`src/rtl/apb_pkg.sv`:
```
// apb_pkg: APB transfer FSM states and default bus widths, shared by the
// arbiter, the APB memory slave and the bench.
package apb_pkg;
    typedef enum logic [1:0] {IDLE, SETUP, ACCESS} apb_state_e;
    localparam int APB_AW = 8;
    localparam int APB_DW = 8;
endpackage

```
`src/rtl/apb_req_arbiter_rr.sv`:
```
// rr_arbiter: combinational round-robin one-hot pick; the search starts one
// past the last granted requester, which is remembered when en_i accepts a pick.
module rr_arbiter #(
    parameter int N_REQ = 4,
    localparam int IW = $clog2(N_REQ)
) (
    input  logic             clk_i,
    input  logic             rst_ni,
    input  logic             en_i,
    input  logic [N_REQ-1:0] req_i,
    output logic [N_REQ-1:0] gnt_o,
    output logic [IW-1:0]    idx_o,
    output logic             any_o
);
    logic [IW-1:0] last_q;

    always_comb begin
        gnt_o = '0;
        idx_o = '0;
        any_o = 1'b0;
        for (int k = 1; k <= N_REQ; k++) begin
            if (!any_o && req_i[(int'(last_q) + k) % N_REQ]) begin
                any_o = 1'b1;
                gnt_o[(int'(last_q) + k) % N_REQ] = 1'b1;
                idx_o = IW'((int'(last_q) + k) % N_REQ);
            end
        end
    end

    // Reset to the highest index so requester 0 wins the first search.
    always_ff @(posedge clk_i or negedge rst_ni) begin
        if (!rst_ni) last_q <= IW'(N_REQ - 1);
        else if (en_i && any_o) last_q <= idx_o;
    end
endmodule

```
`src/rtl/apb_req_arbiter.sv`:
```
// apb_req_arbiter: shares one APB slave between N_REQ requesters with
// round-robin arbitration, wait-state handling and an ACCESS timeout.
module apb_req_arbiter
    import apb_pkg::*;
#(
    parameter int A_WIDTH = APB_AW,
    parameter int D_WIDTH = APB_DW,
    parameter int N_REQ   = 4,
    parameter int TIMEOUT = 16
) (
    input  logic                     p_clk,
    input  logic                     p_rstn,
    input  logic [N_REQ-1:0]         req,
    input  logic [N_REQ-1:0]         req_write,
    input  logic [N_REQ*A_WIDTH-1:0] req_addr,
    input  logic [N_REQ*D_WIDTH-1:0] req_wdata,
    output logic [N_REQ-1:0]         gnt,
    output logic [N_REQ-1:0]         rsp_valid,
    output logic [D_WIDTH-1:0]       rsp_rdata,
    output logic                     rsp_err,
    output logic                     busy,
    output logic                     p_sel,
    output logic                     p_enable,
    output logic                     p_write,
    output logic [A_WIDTH-1:0]       p_addr,
    output logic [D_WIDTH-1:0]       p_wdata,
    input  logic [D_WIDTH-1:0]       p_rdata,
    input  logic                     p_ready,
    input  logic                     p_slverr
);
    localparam int IW = $clog2(N_REQ);
    localparam int CW = TIMEOUT > 0 ? $clog2(TIMEOUT + 1) : 1;

    apb_state_e         state_q, state_d;
    logic               write_q, write_d;
    logic [A_WIDTH-1:0] addr_q, addr_d;
    logic [D_WIDTH-1:0] wdata_q, wdata_d;
    logic [N_REQ-1:0]   owner_q, owner_d;
    logic [CW-1:0]      cnt_q, cnt_d;
    logic [N_REQ-1:0]   rsp_valid_q, rsp_valid_d;
    logic [D_WIDTH-1:0] rsp_rdata_q, rsp_rdata_d;
    logic               rsp_err_q, rsp_err_d;
    logic [N_REQ-1:0]   pick;
    logic [IW-1:0]      pick_idx;
    logic               any_req, arb, done, expired, take;

    rr_arbiter #(.N_REQ(N_REQ)) u_rr (
        .clk_i (p_clk),
        .rst_ni(p_rstn),
        .en_i  (arb),
        .req_i (req),
        .gnt_o (pick),
        .idx_o (pick_idx),
        .any_o (any_req)
    );

    // p_ready in the expiring cycle wins: the transfer completes normally.
    assign expired = (TIMEOUT > 0) && state_q == ACCESS && !p_ready && cnt_q >= CW'(TIMEOUT - 1);
    assign done    = state_q == ACCESS && (p_ready || expired);
    assign arb     = state_q == IDLE || done;
    assign take    = arb && any_req;
    assign gnt     = (arb && p_rstn) ? pick : '0;

    always_comb begin
        state_d     = state_q;
        write_d     = write_q;
        addr_d      = addr_q;
        wdata_d     = wdata_q;
        owner_d     = owner_q;
        cnt_d       = take ? '0 : (state_q == ACCESS && !done) ? cnt_q + 1'b1 : cnt_q;
        rsp_valid_d = done ? owner_q : '0;
        rsp_rdata_d = (done && p_ready && !write_q) ? p_rdata : '0;
        rsp_err_d   = done && (!p_ready || p_slverr);
        if (state_q == SETUP) state_d = ACCESS;
        else if (arb) state_d = any_req ? SETUP : IDLE;
        if (take) begin
            write_d = req_write[pick_idx];
            addr_d  = req_addr[pick_idx*A_WIDTH +: A_WIDTH];
            wdata_d = req_wdata[pick_idx*D_WIDTH +: D_WIDTH];
            owner_d = pick;
        end
    end

    always_ff @(posedge p_clk or negedge p_rstn) begin
        if (!p_rstn) begin
            state_q     <= IDLE;
            write_q     <= 1'b0;
            addr_q      <= '0;
            wdata_q     <= '0;
            owner_q     <= '0;
            cnt_q       <= '0;
            rsp_valid_q <= '0;
            rsp_rdata_q <= '0;
            rsp_err_q   <= 1'b0;
        end else begin
            state_q     <= state_d;
            write_q     <= write_d;
            addr_q      <= addr_d;
            wdata_q     <= wdata_d;
            owner_q     <= owner_d;
            cnt_q       <= cnt_d;
            rsp_valid_q <= rsp_valid_d;
            rsp_rdata_q <= rsp_rdata_d;
            rsp_err_q   <= rsp_err_d;
        end
    end

    assign p_sel     = state_q != IDLE;
    assign p_enable  = state_q == ACCESS;
    assign busy      = p_sel;
    assign p_write   = write_q;
    assign p_addr    = addr_q;
    assign p_wdata   = wdata_q;
    assign rsp_valid = rsp_valid_q;
    assign rsp_rdata = rsp_rdata_q;
    assign rsp_err   = rsp_err_q;
endmodule

```
`config.mk`:
```
export PLATFORM = sky130hd
export DESIGN_NAME = apb_req_arbiter
export DESIGN_NICKNAME = d
export VERILOG_FILES = /design/src/rtl/apb_pkg.sv /design/src/rtl/apb_req_arbiter_rr.sv /design/src/rtl/apb_req_arbiter.sv
export SDC_FILE = /design/constraint.sdc
export NUM_CORES = 1
export LEC_CHECK = 0
export ABC_AREA = 1
export BUFFER_PORTS_ARGS = -buffer_cell sky130_fd_sc_hd__buf_2
export CAP_MARGIN = 20
export CORE_MARGIN = 2
export CORE_UTILIZATION = 38
export CTS_BUF_LIST = sky130_fd_sc_hd__clkbuf_8
export DETAILED_ROUTE_END_ITERATION = 8
export HOLD_SLACK_MARGIN = 0.05
export PLACE_DENSITY = 0.64
export SLEW_MARGIN = 15
export SYNTH_ARGS = -nofsm -noshare
export SYNTH_HDL_FRONTEND = slang
export SYNTH_SLANG_ARGS = --single-unit
```
`constraint.sdc`:
```
create_clock -name p_clk -period 3.1 [get_ports p_clk]
set_input_delay 0.62 -clock p_clk [delete_from_list [all_inputs] [get_ports p_clk]]
set_output_delay 0.62 -clock p_clk [all_outputs]
set_load 0.02 [all_outputs]
```
==> results.json, run 1 <==
{
  "hpwl_um": 6315,
  "design_area_um2": 4056,
  "reg2reg_from": "u_rr.last_q[1]",
  "wl_um": 8216,
  "switching_share": 0.5671,
  "hold_viol": 0,
  "die_h_um": 96.94,
  "place_inst": 694,
  "coreArea_um2": 8299,
  "power.density_nw_per_um2": 1210,
  "seq_area_frac_synth": 0.3286,
  "first_pass_iters": 5,
  "die_area_um2": 9396,
  "critPathArrivalTime_ns": 2.27,
  "end_kind": "output pin",
  "port_buffers": 120,
  "combPwrFrac": 0.746,
  "grt_max_degree": 44,
  "drive_gt1_frac": 0.2967,
  "cts-root-buf": "clkbuf_8",
  "fin_util": 0.4888,
  "critPathKind": "reg -> out",
  "diodes": 0,
  "clock_power_share": 0.075,
  "grt_util_all_layers": 0.1728,
  "irDropWorstVdd_uv": 599.7,
  "drc": 0,
  "syn_area_um2": 3282,
  "syn2layout_area_growth_pct": 23.60,
  "finalClockSkew_ns": 0.007748,
  "synthCells": 482,
  "cts-buffers-inserted": 5,
  "cts.path.max_buffers": 2,
  "final_cell_mix": "nand2_1, buf_2, inv_1",
  "r2r_slack_ns": 0.52,
  "final_nets": 693,
  "fin_crit_ns": 2.892,
  "seq_area_um2": 1079,
  "grt_pass1_vias": 2985,
  "overflow": 0,
  "worstPathMaxFanout": 6,
  "multi_input_area_um2": 1662,
  "whs_ns": 0.3966,
  "tns_ns": 0,
  "power.leakage_nw": 2.516,
  "cts_tree": "built",
  "fin_crit_sh": 0.9328,
  "slew_violations": 0,
  "place.gp.congestion": 0.8886,
  "rr_endpoint": "p_addr[2]",
  "ys_types": 33,
  "path_clk_slew_ns": 0.09,
  "drt-wirelength-per-cell_um": 11.65,
  "synth_area_per_cell_um2": 6.809,
  "htreeDepth": 2,
  "vias": 3172,
  "max_slew_margin": 0.5591,
  "num_rows": 33,
  "crit_path_start_kind": "register",
  "fillCellCount": 847,
  "drtAntennaViolNets": 0,
  "clk_latency_ns": 0.30,
  "mostFrequentLayoutCell": "nand2_1",
  "start_util": 0.3954,
  "fin_cells": 705,
  "ys_ff_latch": 43,
  "placed_cell_area_um2": 3919,
  "grt_first_pass_wirelength_um": 13690,
  "cts.sinks": 43,
  "internal_power_mw": 2.125,
  "p_sw_mw": 2.784,
  "antenna_found_initial": 0,
  "io_pins": 121,
  "ys_warn_count": 0,
  "setup-violations-final": 0,
  "p_seq_frac": 0.179,
  "fmaxAchievable_mhz": 345.8,
  "critPathRequiredTime_ns": 2.48,
  "worst-r2r-cell-count": 14,
  "maxCapViolCount": 0,
  "status": "completed",
  "synthesis.nets": 576,
  "worst_slew_pin_slew_ns": 0.6599,
  "vias_per_cell": 4.499,
  "hold_path_class": "in -> async",
  "die-width_um": 96.94,
  "drtIter0Drc": 149,
  "rsz0062_at_grt": "false"
}
state kept, by name, summed over array words and instances, names as in the netlist, 2 cells and up:
signal / flops
p_addr: 8
p_wdata: 8
rsp_rdata: 8
cnt_q: 5
owner_q: 4
rsp_valid: 4
state_q: 2
u_rr.last_q: 2
cell families (layout without fill, tap and decap cells):
logic type      Yosys count  after routing  synth area share
simple gates            268            268            0.4030
flops                    43             43            0.3286
compound gates           31             31           0.05910
fa+ha+maj                10             10           0.03812
buf+inv                 130            248            0.1712
cells in the mapped netlist (all sizes together):
library cell	n	area [um2]
buf	17	132.6
nand4	2	42.54
clkbuf	2	7.510
o21ai	20	111.4
o221ai	1	8.760
nand3b	1	7.510
and2	1	6.260
nand2	154	641.9
a21oi	8	55.06
dfrtp	41	1026
a22oi	1	7.510
nor2	24	90.09
a21boi	1	11.26
dfstp	2	52.55
nor3	3	15.01
nand3	82	513.0
ha	10	125.1
inv	111	421.7
or2	1	6.260
routing by layer:
layer | part of all wire | GRT usage
met5 | 0 | 0
met4 | 0.016 | 0.04442
met3 | 0.056 | 0.03324
met2 | 0.45 | 0.2778
met1 | 0.48 | 0.2393
critical path: stages (launching register included):
cell,delay [ns]
dfstp_2,0.57
inv_1,0.09
ha_4,0.31
inv_2,0.06
nand2_4,0.10
nand2_8,0.07
inv_6,0.09
nand3_4,0.08
nor2_1,0.10
inv_1,0.08
o21ai_1,0.16
nand2_1,0.07
inv_1,0.05
buf_2,0.15
power groups by stage:
stage | combinational [mW] | sequential (mW) | clock [mW]
after global routing | 4.12 | 0.902 | 0.398
final | 3.66 | 0.879 | 0.367
after global placement | 3.55 | 0.893 | 0
after floorplan | 2.81 | 1.05 | 0
after CTS | 3.63 | 0.887 | 0.375
after detailed placement | 3.59 | 0.898 | 0
area by class of cell:
| cell class | count | area share |
|---|---|---|
| flip-flops and latches | 43 | 0.2659 |
| well taps | 105 | 0.03239 |
| multi-input cells | 309 | 0.4096 |
| inverters | 111 | 0.1046 |
| repair buffers | 129 | 0.1647 |
| clock buffers | 5 | 0.01696 |
| clock inverters | 3 | 0.005861 |
through the flow:
| step | worst slack [ns] | total power, mW |
|---|---|---|
| after floorplan | 0.3362 | 3.859 |
| after global placement | 0.2674 | 4.446 |
| after detailed placement | 0.2169 | 4.488 |
| after CTS | 0.02669 | 4.892 |
| after global routing | 0.03796 | 5.417 |
| final | 0.2083 | 4.909 |
how the worst max path moves through the flow:
stage | slack, ns | to | from | depth (start not counted)
4_1_cts | 0.03 | gnt[2] | u_rr.last_q[1] | 13
3_5_place_dp | 0.22 | gnt[2] | u_rr.last_q[1] | 13
6_report | 0.21 | gnt[2] | u_rr.last_q[1] | 13
3_3_place_gp | 0.27 | gnt[0] | u_rr.last_q[1] | 13
2_1_floorplan | 0.34 | gnt[0] | u_rr.last_q[0] | 13
5_1_grt | 0.04 | gnt[1] | u_rr.last_q[1] | 13
timing repair:
item / CTS / global route
endpoints found under the setup margin: 4 / 4
resized for setup: 2 / 7
hold buffers: 0 / 0
setup buffers: 0 / 3
pin swaps: 0 / 1
Note: power is estimated with default switching activity, not from simulation.
==> run 2, diff against run 1 <==
Settings changed: ABC_AREA 1 to 0, PLACE_DENSITY 0.64 to 0.68.
==> run 2 against run 1 <==
The flow now finishes with violations (design-rule violations, negative setup slack). Area after synthesis is 23% lower. Via count shrank 29%. Cell area decreased by 15%. Combinational power shrank 39%. Non-clock buffer count up 3. Power down 26%. Clock-buffer cell count stayed put. Worst hold slack improved by 0.0055 ns.
==> results.json, run 2 <==
{
  "cts-root-buf": "clkbuf_8",
  "hold_viol": 0,
  "vias": 2261,
  "critPathArrivalTime_ns": 2.60,
  "crit_path_start": "u_rr.last_q[1]",
  "worstPathMaxFanout": 4,
  "coreArea_um2": 6422,
  "drive_gt1_frac": 0.4543,
  "synth_flop_cell": "dfrtp_1",
  "io_pins": 121,
  "placed_cell_area_um2": 3234,
  "reg2reg_from": "u_rr.last_q[1]",
  "fin_crit_sh": 1.037,
  "irDropWorstVdd_uv": 471.7,
  "start_util": 0.3957,
  "finalClockSkew_ns": 0.009171,
  "cts.path.max_buffers": 2,
  "switching_share": 0.4249,
  "tns_ns": -0.4070,
  "p_seq_frac": 0.240,
  "fin_crit_ns": 3.216,
  "grt_util_all_layers": 0.1755,
  "drc": 8,
  "syn_area_um2": 2541,
  "die_h_um": 85.78,
  "crit_path_start_kind": "register",
  "syn2layout_area_growth_pct": 35.89,
  "path_clk_slew_ns": 0.08,
  "seq_area_frac_synth": 0.4244,
  "clk_latency_ns": 0.29,
  "fillCellCount": 589,
  "hpwl_um": 4654,
  "place.gp.congestion": 0.7703,
  "yosys.area.top_type": "dfrtp_1",
  "maxCapViolCount": 0,
  "vias_per_cell": 5.162,
  "ys_types": 45,
  "grt_max_degree": 44,
  "yosys-top-cells-area": "dfrtp_1, mux2i_1, o221ai_1",
  "grt_first_pass_wirelength_um": 10290,
  "clock_power_share": 0.140,
  "p_sw_mw": 1.544,
  "violations": "design-rule violations, negative setup slack",
  "path_buf_inv": 2,
  "htreeDepth": 2,
  "antenna_found_initial": 0,
  "async_reset_ff_frac": 1.000,
  "drtAntennaViolNets": 0,
  "cts-buffers-inserted": 5,
  "wl_um": 6214,
  "seq_area_um2": 1079,
  "synthTopCellsByCount": "dfrtp_1, mux2i_1, nand2_1, nor2_1, o221ai_1",
  "hold_path_class": "in -> async",
  "path_delay_family": "simple AND/OR/NAND/NOR gates",
  "synthesis.nets": 328,
  "synth_edf_count": 0,
  "cts.sinks": 43,
  "num_rows": 29,
  "slew_violations": 0,
  "drt-wirelength-per-cell_um": 14.19,
  "end_kind": "output pin",
  "overflow": 0,
  "synthCells": 234,
  "power_mw": 3.633,
  "ys_ff_latch": 43,
  "die-width_um": 85.78,
  "first_pass_iters": 7,
  "power.density_nw_per_um2": 1052,
  "grt_pass1_vias": 2167,
  "final_cell_mix": "buf_2, dfrtp_1, mux2i_1",
  "yosysMostFrequentCell": "dfrtp_1",
  "die_area_um2": 7357,
  "max_slew_margin": 0.5810,
  "crit_chain": "inv_4, ha_4, mux4_2, and2b_2, nor3b_4, a221oi_2, nor2_2, buf_6",
  "rsz0062_at_grt": "true",
  "combPwrFrac": 0.620,
  "worst_slew_pin_slew_ns": 0.6271,
  "critical-path-slowest-cell": "dfstp_2",
  "status": "finished with violations",
  "yosysTopAreaCellShare": 0.4037,
  "cts_tree": "built",
  "multi_input_area_um2": 1396,
  "internal_power_mw": 2.089,
  "fmaxAchievable_mhz": 311.0,
  "setup-violations-final": 4,
  "cpPeakStageDelay_ns": 0.56,
  "drtIter0Drc": 152,
  "mostFrequentLayoutCell": "buf_2",
  "whs_ns": 0.4021,
  "synth_area_per_cell_um2": 10.86,
  "ys_warn_count": 0,
  "design_area_um2": 3453,
  "diodes": 0,
  "final_nets": 454,
  "critPathRequiredTime_ns": 2.48,
  "port_buffers": 120,
  "fin_ws_ns": -0.1159,
  "power.leakage_nw": 1.848,
  "critPathKind": "reg -> out"
}
-- run 2: final cells by class --
cell class / count / area share
Multi-Input combinational cell: 173 / 0.4043
Sequential cell: 43 / 0.3123
Timing Repair Buffer: 132 / 0.2109
Tap cell: 77 / 0.02790
Clock buffer: 5 / 0.01993
Clock inverter: 3 / 0.01848
Inverter: 5 / 0.006159
-- run 2: cell families after synthesis --
family	share of synthesized area
and+or+nand+nor	0.1467
AOI/OAI and AO/OA	0.1388
DFF	0.4244
muxes	0.1792
buffers and inverters	0.05121
adders and majority gates	0.04924
xor gates and xnor gates	0.01034
-- run 2: stage by stage --
step	utilization	setup WS, ns	instances
6_report	0.5377	-0.1159	438
5_1_grt	0.5377	-0.2153	438
4_1_cts	0.5365	-0.1213	437
3_5_place_dp	0.5036	0.08308	427
3_3_place_gp	0.5036	0.1429	427
2_1_floorplan	-	-0.01117	234
-- run 2: repair_timing --
item / in CTS / in global routing
endpoints found under the setup margin: 4 / 4
pin swaps: 7 / 6
cloned: 0 / 0
setup buffers: 2 / 1
resized for setup: 17 / 0
hold buffers: 0 / 0
-- run 2: per-layer routing --
metal	track usage	up-vias	part of all wire
li1	-	1109	-
met1	0.2245	1061	0.44
met2	0.3089	89	0.49
met3	0.03850	2	0.061
met4	0.03030	0	0.0032
met5	0	-	0
-- run 2: worst paths after layout --
check,to,slack [ns],depth (start not counted)
setup reg to reg,p_wdata[7],0.30,9
setup / recovery,gnt[0],-0.12,8
hold / removal,owner_q[2],0.40,2
max in group asynchronous,u_rr.last_q[0],2.32,2
hold reg to reg,owner_q[1],0.49,2
min in group p_clk,owner_q[1],0.49,2
-- run 2: power by group through the flow --
| stage | logic (mW) | clock network, mW | registers (mW) |
|---|---|---|---|
| after floorplan | 1.57 | 0 | 1.04 |
| after global placement | 2.10 | 0 | 0.876 |
| after detailed placement | 2.15 | 0 | 0.873 |
| after CTS | 2.25 | 0.517 | 0.874 |
| after global routing | 2.46 | 0.536 | 0.901 |
| final | 2.25 | 0.507 | 0.872 |
-- run 2: worst reg2reg max path: cells and delay by family, from the launching register on --
kind / cells / cell delay, ns
AOI/OAI and AO/OA: 2 / 0.34
adders and majority gates: 1 / 0.26
buffers and inverters: 2 / 0.29
DFF: 1 / 0.56
muxes: 2 / 0.79
and+or+nand+nor: 2 / 0.44
